**config.mk**
```make
export PLATFORM = sky130hd
export DESIGN_NAME = ds_fetch_queue
export DESIGN_NICKNAME = d
export VERILOG_FILES = /design/src/rtl/ds_fetch_queue_pkg.sv /design/src/rtl/sync_fifo_flush.sv /design/src/rtl/ds_fetch_queue.sv
export SDC_FILE = /design/constraint.sdc
export NUM_CORES = 1
export LEC_CHECK = 0
export ABC_CLOCK_PERIOD_IN_PS = 3390
export CAP_MARGIN = 15
export CORE_ASPECT_RATIO = 1.25
export CORE_MARGIN = 5
export CORE_UTILIZATION = 34
export CTS_BUF_LIST = sky130_fd_sc_hd__clkbuf_16
export CTS_CLUSTER_DIAMETER = 150
export CTS_CLUSTER_SIZE = 10
export DETAILED_ROUTE_END_ITERATION = 7
export PLACE_DENSITY = 0.51
export SLEW_MARGIN = 10
export SYNTH_ARGS = -nofsm -noshare
export SYNTH_HDL_FRONTEND = slang
export SYNTH_SLANG_ARGS = --single-unit
```
**constraint.sdc**
```tcl
create_clock -name clk -period 3.39 [get_ports clk]
set_input_delay 0.339 -clock clk [delete_from_list [all_inputs] [get_ports clk]]
set_output_delay 0.339 -clock clk [all_outputs]
set_load 0.02 [all_outputs]
```
**src/rtl/ds_fetch_queue_pkg.sv**
```systemverilog
// Shared fetch/decode pipeline definitions: fs2ds bus layout and the
// decode-side queue payload.
package ds_fetch_queue_pkg;

  localparam int FS2DS_BUS_W = 64;
  localparam int INST_MSB    = 63;
  localparam int INST_LSB    = 32;
  localparam int PC_MSB      = 31;
  localparam int PC_LSB      = 0;
  localparam int DQ_BUS_W    = 65;

  typedef struct packed {
    logic [31:0] inst;
    logic [31:0] pc;
    logic        adef;
  } dq_entry_t;

  function automatic logic pc_misaligned(input logic [1:0] pc_lo);
    return (pc_lo != 2'b00);
  endfunction

endpackage

```
**src/rtl/sync_fifo_flush.sv**
```systemverilog
// Generic DEPTH x WIDTH register FIFO with a synchronous clear.
// Occupancy is tracked by a counter so full and empty never alias.
module sync_fifo_flush #(
  parameter  int DEPTH = 4,
  parameter  int WIDTH = 65,
  localparam int PTR_W = $clog2(DEPTH)
) (
  input  logic             clk,
  input  logic             reset,
  input  logic             clear,
  input  logic             push,
  input  logic             pop,
  input  logic [WIDTH-1:0] wdata,
  output logic [WIDTH-1:0] rdata,
  output logic [PTR_W:0]   count
);

  localparam logic [PTR_W:0]   CNT_FULL = (PTR_W+1)'(DEPTH);
  localparam logic [PTR_W:0]   CNT_ZERO = (PTR_W+1)'(0);
  localparam logic [PTR_W:0]   CNT_ONE  = (PTR_W+1)'(1);
  localparam logic [PTR_W-1:0] PTR_ZERO = PTR_W'(0);
  localparam logic [PTR_W-1:0] PTR_ONE  = PTR_W'(1);

  logic [WIDTH-1:0] mem_r [DEPTH];
  logic [PTR_W-1:0] wptr_r;
  logic [PTR_W-1:0] rptr_r;
  logic [PTR_W:0]   count_r;
  logic             push_s;
  logic             pop_s;

  assign push_s = push && (count_r != CNT_FULL);
  assign pop_s  = pop  && (count_r != CNT_ZERO);

  // Pointer and occupancy bookkeeping; clear behaves like reset.
  always_ff @(posedge clk) begin
    if (reset || clear) begin
      wptr_r  <= PTR_ZERO;
      rptr_r  <= PTR_ZERO;
      count_r <= CNT_ZERO;
    end else begin
      if (push_s) begin
        wptr_r <= wptr_r + PTR_ONE;
      end
      if (pop_s) begin
        rptr_r <= rptr_r + PTR_ONE;
      end
      case ({push_s, pop_s})
        2'b10:   count_r <= count_r + CNT_ONE;
        2'b01:   count_r <= count_r - CNT_ONE;
        default: count_r <= count_r;
      endcase
    end
  end

  // Entry storage, intentionally not reset.
  always_ff @(posedge clk) begin
    if (push_s && !reset && !clear) begin
      mem_r[wptr_r] <= wdata;
    end
  end

  assign rdata = mem_r[rptr_r];
  assign count = count_r;

endmodule

```
**src/rtl/ds_fetch_queue.sv**
```systemverilog
// Decode-side fetch queue: buffers {inst, pc} from fetch, presents the head
// to the decoder, drops wrong-path entries on any flush, tags misaligned PCs.
module ds_fetch_queue
  import ds_fetch_queue_pkg::*;
#(
  parameter  int DEPTH = 4,
  localparam int PTR_W = $clog2(DEPTH)
) (
  input  logic                   clk,
  input  logic                   reset,
  input  logic                   fs2ds_valid,
  input  logic [FS2DS_BUS_W-1:0] fs2ds_bus,
  output logic                   ds_allowin,
  input  logic                   br_taken,
  input  logic                   wb_ex,
  input  logic                   ertn_flush,
  output logic                   dq_valid,
  input  logic                   dq_ready,
  output logic [31:0]            dq_inst,
  output logic [31:0]            dq_pc,
  output logic                   dq_adef,
  output logic [PTR_W:0]         dq_count
);

  localparam logic [PTR_W:0] CNT_FULL = (PTR_W+1)'(DEPTH);
  localparam logic [PTR_W:0] CNT_ZERO = (PTR_W+1)'(0);

  logic          flush_s;
  logic          push_s;
  logic          pop_s;
  logic [PTR_W:0] count_s;
  dq_entry_t     wr_entry_s;
  dq_entry_t     rd_entry_s;

  assign flush_s = br_taken | wb_ex | ertn_flush;

  // allowin/valid come from the registered count only, never from ready or flush.
  assign ds_allowin = (count_s != CNT_FULL);
  assign dq_valid   = (count_s != CNT_ZERO);

  assign push_s = fs2ds_valid & ds_allowin & ~flush_s;
  assign pop_s  = dq_valid & dq_ready & ~flush_s;

  // Unpack the fetch bus and tag a misaligned fetch address.
  always_comb begin
    wr_entry_s.inst = fs2ds_bus[INST_MSB:INST_LSB];
    wr_entry_s.pc   = fs2ds_bus[PC_MSB:PC_LSB];
    wr_entry_s.adef = pc_misaligned(fs2ds_bus[PC_LSB+1:PC_LSB]);
  end

  sync_fifo_flush #(
    .DEPTH (DEPTH),
    .WIDTH (DQ_BUS_W)
  ) u_fifo (
    .clk   (clk),
    .reset (reset),
    .clear (flush_s),
    .push  (push_s),
    .pop   (pop_s),
    .wdata (wr_entry_s),
    .rdata (rd_entry_s),
    .count (count_s)
  );

  assign dq_inst  = rd_entry_s.inst;
  assign dq_pc    = rd_entry_s.pc;
  assign dq_adef  = rd_entry_s.adef;
  assign dq_count = count_s;

endmodule
```
==> impl_metrics.toml, run 1 <==
[setup_path]
cp.required_ns = 3.05
cp-end-kind = "output port"
maximum_fanout_count_along_the_critical_path = 17
cp_data_arrival_time_ns = 2.62
kind_of_start_point_of_the_critical_path = "register"
timing.setup.critical_path_class = "register to output port"

[clock_tree]
post-cts-setup-buffer-count = 0
cts_max_level = 1
clkTransAtPathRegs_ns = 0.05
numCtsBuffers = 30
cts.root.buffer_cell = "clkbuf_16"
tritoncts = "done"
cts_repair_resizes = 0
clockBufferDepth = 3
numClockSinks = 269
cts.hold.buffers_added = 0
clock_latency_late_sink_ns = 0.54

[grt]
grt_pass1_vias = 5140
initial_antenna_violation_count = 1
pin_count_of_the_biggest_net_entering_global_routing = 36
grt.total_usage_pct = 12.1
grt_first_pass_wirelength_um = 30500
grt_remaining_overflow = 0

[sta]
report.final.hold_viol_count = 0
layout_worst_path_cycle_share_pct = 87.2
timing.fmax_ghz = 0.338
sum_neg_setup_slack_ns = 0
rsz_0062_raised_after_global_routing = "false"
fin_crit_period_ns = 2.95
skew_ns = 0.0162
timing_worst_slew_pin_value_ns = 0.591
setup_ws_ns = 0.436
slew_viol_final = 0
relSlewSlack_pct = 60.6
report.final.setup_viol = 0
fin_hold_ws_ns = 0.433

[yosys]
yosys_warnings = 0
synth_flop_cell = "edfxtp_1"
postSynthAreaPerCell_sq_um = 25.0
synth.ff_latch_count = 269
async_reset_ff_share_pct = 0
synth.distinct_cells = 26
syn-cell-area_sq_um = 9920
ys_seq_area_share_pct = 80.5
post_synth_inst_count = 396
synth_edf_count = 260
mappedNetlistNets = 473

[placement]
dp_hpwl_um = 12000
port_buf_inserts = 140
placement.cell_area_sq_um = 11900
globalplace.congestion = 0.748
placement.setup.worst_slack_ns = 0.897

[hold_path]
worstHoldPathType = "primary input to register"

[job]
cap_viol_max_count = 0

[pwr]
post-layout-total-power_mw = 6.53
max-vdd-ir-drop_uv = 318
power_per_cell_area_nw_per_um2 = 516
cellLeakagePower_nw = 3.91

[detailed_routing]
post-route-drc-count = 0
route.detailed.wl_per_inst_um = 20.3
ant_nets = 0
drtPass1Iterations = 4
detailedRoute.firstIterationViolations = 188
num_vias = 4511
routed_via_density = 4.65
drt-total-wl_um = 19700

[layout]
num-fill-cells = 2494
final_layout_size_suffix_gt1_share_pct = 20.0
postLayoutCellArea_sq_um = 12700
num_antenna_cells = 0
num-nets-final = 641
area_growth_pct = 27.7

[outcome]
outcome = "completed"

[floorplan]
die_y_um = 201
floorplan.die.width_um = 163
io_pins = 141
die-area_sq_um = 32700
placementRows = 70
initial_utilization_pct = 34.2
placeableCoreArea_sq_um = 29000
==> through the flow <==
step	utilization [%]	cells
2_1_floorplan	-	396
3_3_place_gp	40.9	928
3_5_place_dp	40.9	928
4_1_cts	43.7	970
5_1_grt	43.7	970
6_report	43.7	970
==> registers in the layout, summed over array words and instances (netlist names), named ones only <==
register,count
u_fifo.rptr_r,2
u_fifo.wptr_r,2
u_fifo.count,3
u_fifo.mem_r,260
==> layout make-up <==
class,instances,area [sq um],area share (%)
clock inverter,12,57.6,0.455
multi-input combinational,106,1770,14.0
timing repair buffer,150,1560,12.4
inverter,7,26.3,0.208
sequential,269,8000,63.1
tap,396,495,3.91
clock buffer,30,751,5.93
==> cells in the final DEF (no fill, tap or decap), types with 3 or more instances in the layout <==
| master | Yosys | layout |
|---|---|---|
| clkdlybuf4s50_1 | 0 | 140 |
| a21oi_1 | 4 | 4 |
| mux4_2 | 65 | 65 |
| nor2_1 | 8 | 8 |
| buf_12 | 5 | 7 |
| buf_4 | 1 | 3 |
| and3_4 | 0 | 4 |
| clkbuf_16 | 0 | 30 |
| inv_1 | 6 | 17 |
| xor2_1 | 4 | 4 |
| edfxtp_1 | 260 | 260 |
| o21ai_0 | 3 | 3 |
| ha_1 | 5 | 5 |
| dfxtp_1 | 9 | 7 |
==> kinds of logic after synthesis <==
group           after synthesis  synth area share (%)
flops                       269                  80.5
xor+xnor                      4                 0.353
simple gates                 22                  1.20
fa+ha+maj                     6                 0.833
mux                          65                  14.8
buf+inv                      21                  1.80
compound gates                9                 0.517
==> critical path: stages (launching register included) <==
cell and delay, ns:
dfxtp_4 0.58, buf_4 0.36, mux4_2 0.56, clkdlybuf4s50_1 0.56
==> power breakdown <==
part	internal [mW]	switching, mW
sequential	3.65	0.00223
clock	1.56	1.15
combinational	0.0950	0.0696
total	5.31	1.22
==> synth_stat cells, types with 2 or more instances <==
| cell type | instances | area [sq um] |
|---|---|---|
| a21oi_1 | 4 | 20.0 |
| and3_1 | 5 | 31.3 |
| buf_12 | 5 | 100 |
| buf_2 | 6 | 30.0 |
| dfxtp_1 | 9 | 180 |
| edfxtp_1 | 260 | 7810 |
| ha_1 | 5 | 62.6 |
| inv_1 | 6 | 22.5 |
| mux4_2 | 65 | 1460 |
| nand3_1 | 2 | 10.0 |
| nor2_1 | 8 | 30.0 |
| o21ai_0 | 3 | 15.0 |
| or3_1 | 2 | 12.5 |
| xor2_1 | 4 | 35.0 |
==> path summary, 6_finish.rpt <==
check,start,endpoint,slack [ns],cells past startpoint
worst max-delay path,register,dq_pc[22],0.44,3
worst min-delay path,fs2ds_bus[58],u_fifo.mem_r[0][59]$_DFFE_PP_,0.43,1
worst min register to register,u_fifo.rptr_r[1]$_SDFFE_PP0P_,u_fifo.rptr_r[1]$_SDFFE_PP0P_,0.52,2
worst max register to register,u_fifo.count[2]$_SDFFE_PP0P_,u_fifo.count[2]$_SDFFE_PP0P_,1.00,10
==> routing by layer <==
layer,GRT usage (%),wire length (um)
met2,21.6,10500
met3,2.71,1080
met4,3.27,389
met1,14.7,7650
met5,0,20
Note: power is estimated with default switching activity, not from simulation.
==> run 2, diff against run 1 <==
--- a/config.mk
+++ b/config.mk
@@ -7,7 +7,6 @@
 export LEC_CHECK = 0
 export ABC_CLOCK_PERIOD_IN_PS = 3390
 export CAP_MARGIN = 15
-export CORE_ASPECT_RATIO = 1.25
 export CORE_MARGIN = 5
 export CORE_UTILIZATION = 34
 export CTS_BUF_LIST = sky130_fd_sc_hd__clkbuf_16
==> run 2 against run 1 <==
Compared with the run above: setup slack improved by 0.0070 ns; global-route usage shrank 0.26 points; clock power up 3%; design area hardly changed; worst hold slack improved by 0.0082 ns; first-iteration DRC count grew 21%; non-clock buffer count is the same; register-to-register slack lost 0.02 ns; critical path depth stayed put; combinational power about the same; clock-buffer cell count rose by 1; utilization increased by 0.35 points; critical endpoint is now dq_inst[20]; largest cell class unchanged; highest routed layer unchanged.
==> impl_metrics.toml, run 2 (synthesis gave the netlist of run 1 again) <==
[setup_path]
critical_path.max_stage_delay_ns = 0.59
cp_data_arrival_time_ns = 2.61
kind_of_start_point_of_the_critical_path = "register"
path_cells = "buf_12 > mux4_2 > clkdlybuf4s50_1"
cp_top_family = "buffers and inverters"
timing.setup.critical_path_class = "register to output port"
worst-path-buf-inv = 2
maximum_fanout_count_along_the_critical_path = 31
cp.required_ns = 3.05
timing.critical_path.slowest_stage_cell = "dfxtp_4"
cp-end-kind = "output port"

[clock_tree]
clockBufferDepth = 3
cts_repair_resizes = 0
tritoncts = "done"
numClockSinks = 269
clock_latency_late_sink_ns = 0.53
cts.hold.buffers_added = 0
clkTransAtPathRegs_ns = 0.05
cts.root.buffer_cell = "clkbuf_16"
numCtsBuffers = 30
cts_max_level = 1
post-cts-setup-buffer-count = 0

[placement]
globalplace.congestion = 0.732
dp_hpwl_um = 11300
port_buf_inserts = 140

[layout]
max_flop_register = "u_fifo.mem_r"
area_growth_pct = 27.7
most_common_library_cell_in_the_layout_ignoring_fill_and_taps = "edfxtp_1"
num_antenna_cells = 0
final_layout_size_suffix_gt1_share_pct = 19.6
largest_reg_flops = 260
num-nets-final = 641
commonest_cells_after_routing_fill_and_taps_aside = "260 x edfxtp_1, 140 x clkdlybuf4s50_1, 65 x mux4_2, 31 x inv_1, 31 x clkbuf_16"

[sta]
report.final.hold_viol_count = 0
fin_hold_ws_ns = 0.441
relSlewSlack_pct = 58.7
timing_worst_slew_pin_value_ns = 0.620
skew_ns = 0.00597
rsz_0062_raised_after_global_routing = "false"
timing.fmax_ghz = 0.339
fin_crit_period_ns = 2.95
layout_worst_path_cycle_share_pct = 86.9
slew_viol_final = 0
report.final.setup_viol = 0
sum_neg_setup_slack_ns = 0

[floorplan]
floorplan.die.width_um = 181
io_pins = 141
die-area_sq_um = 32700
placeableCoreArea_sq_um = 28800
initial_utilization_pct = 34.5
die_y_um = 181
placementRows = 62

[pwr]
post-layout-total-power_mw = 6.62
cellLeakagePower_nw = 3.98
power_per_cell_area_nw_per_um2 = 522
max-vdd-ir-drop_uv = 292

[detailed_routing]
ant_nets = 0
detailedRoute.firstIterationViolations = 227
route.detailed.wl_per_inst_um = 20.2
drtPass1Iterations = 4
num_vias = 4587
post-route-drc-count = 0
drt-total-wl_um = 19600
routed_via_density = 4.72

[grt]
initial_antenna_violation_count = 2
grt_remaining_overflow = 0
grt_pass1_vias = 5146
pin_count_of_the_biggest_net_entering_global_routing = 66
grt.total_usage_pct = 11.8
grt_first_pass_wirelength_um = 30100

[outcome]
outcome = "completed"

[job]
cap_viol_max_count = 0

[hold_path]
worstHoldPathType = "primary input to register"
-- run 2: changes by cell type in the layout (fill, tap and decap cells not counted), sizes merged --
cell,delta
clkbuf,+1
clkinv,-1
inv,+14
-- run 2: worst paths after layout --
check,startpoint,endpoint,slack [ns],depth (start not counted)
hold / removal,fs2ds_bus[17],u_fifo.mem_r[2][18]$_DFFE_PP_,0.44,1
hold reg to reg,u_fifo.wptr_r[1]$_SDFFE_PP0P_,u_fifo.wptr_r[1]$_SDFFE_PP0P_,0.52,2
setup / recovery,register,dq_inst[20],0.44,3
setup reg to reg,u_fifo.count[2]$_SDFFE_PP0P_,u_fifo.count[2]$_SDFFE_PP0P_,0.98,10
-- run 2: layout make-up --
class	count	area (sq um)
Clock buffer	31	776
Clock inverter	25	93.8
Inverter	7	26.3
Timing Repair Buffer	150	1530
Fill cell	2463	16100
Tap cell	384	480
Multi-Input combinational cell	106	1770
Sequential cell	269	8000
-- run 2: power breakdown --
| group | leakage, nW | switching [mW] | internal, mW |
|---|---|---|---|
| registers | 2.41 | 0.00219 | 3.65 |
| logic | 1.05 | 0.0700 | 0.0947 |
| clock network | 0.515 | 1.17 | 1.62 |
| total | 3.98 | 1.25 | 5.37 |
-- run 2: per-layer routing --
layer	up-vias	GRT usage [%]	wire, um
li1	2022	-	-
met1	2392	15.9	8700
met2	138	18.8	9140
met3	31	4.00	1480
met4	4	2.69	277
met5	-	0	33
-- run 2: stage by stage --
stage,worst slack [ns],instances,utilization (%),cell area [sq um]
2_1_floorplan,0.393,396,-,9920
3_3_place_gp,0.933,916,41.0,11800
3_5_place_dp,0.903,916,41.0,11800
4_1_cts,0.333,972,44.0,12700
5_1_grt,0.258,972,44.0,12700
6_report,0.443,972,44.0,12700
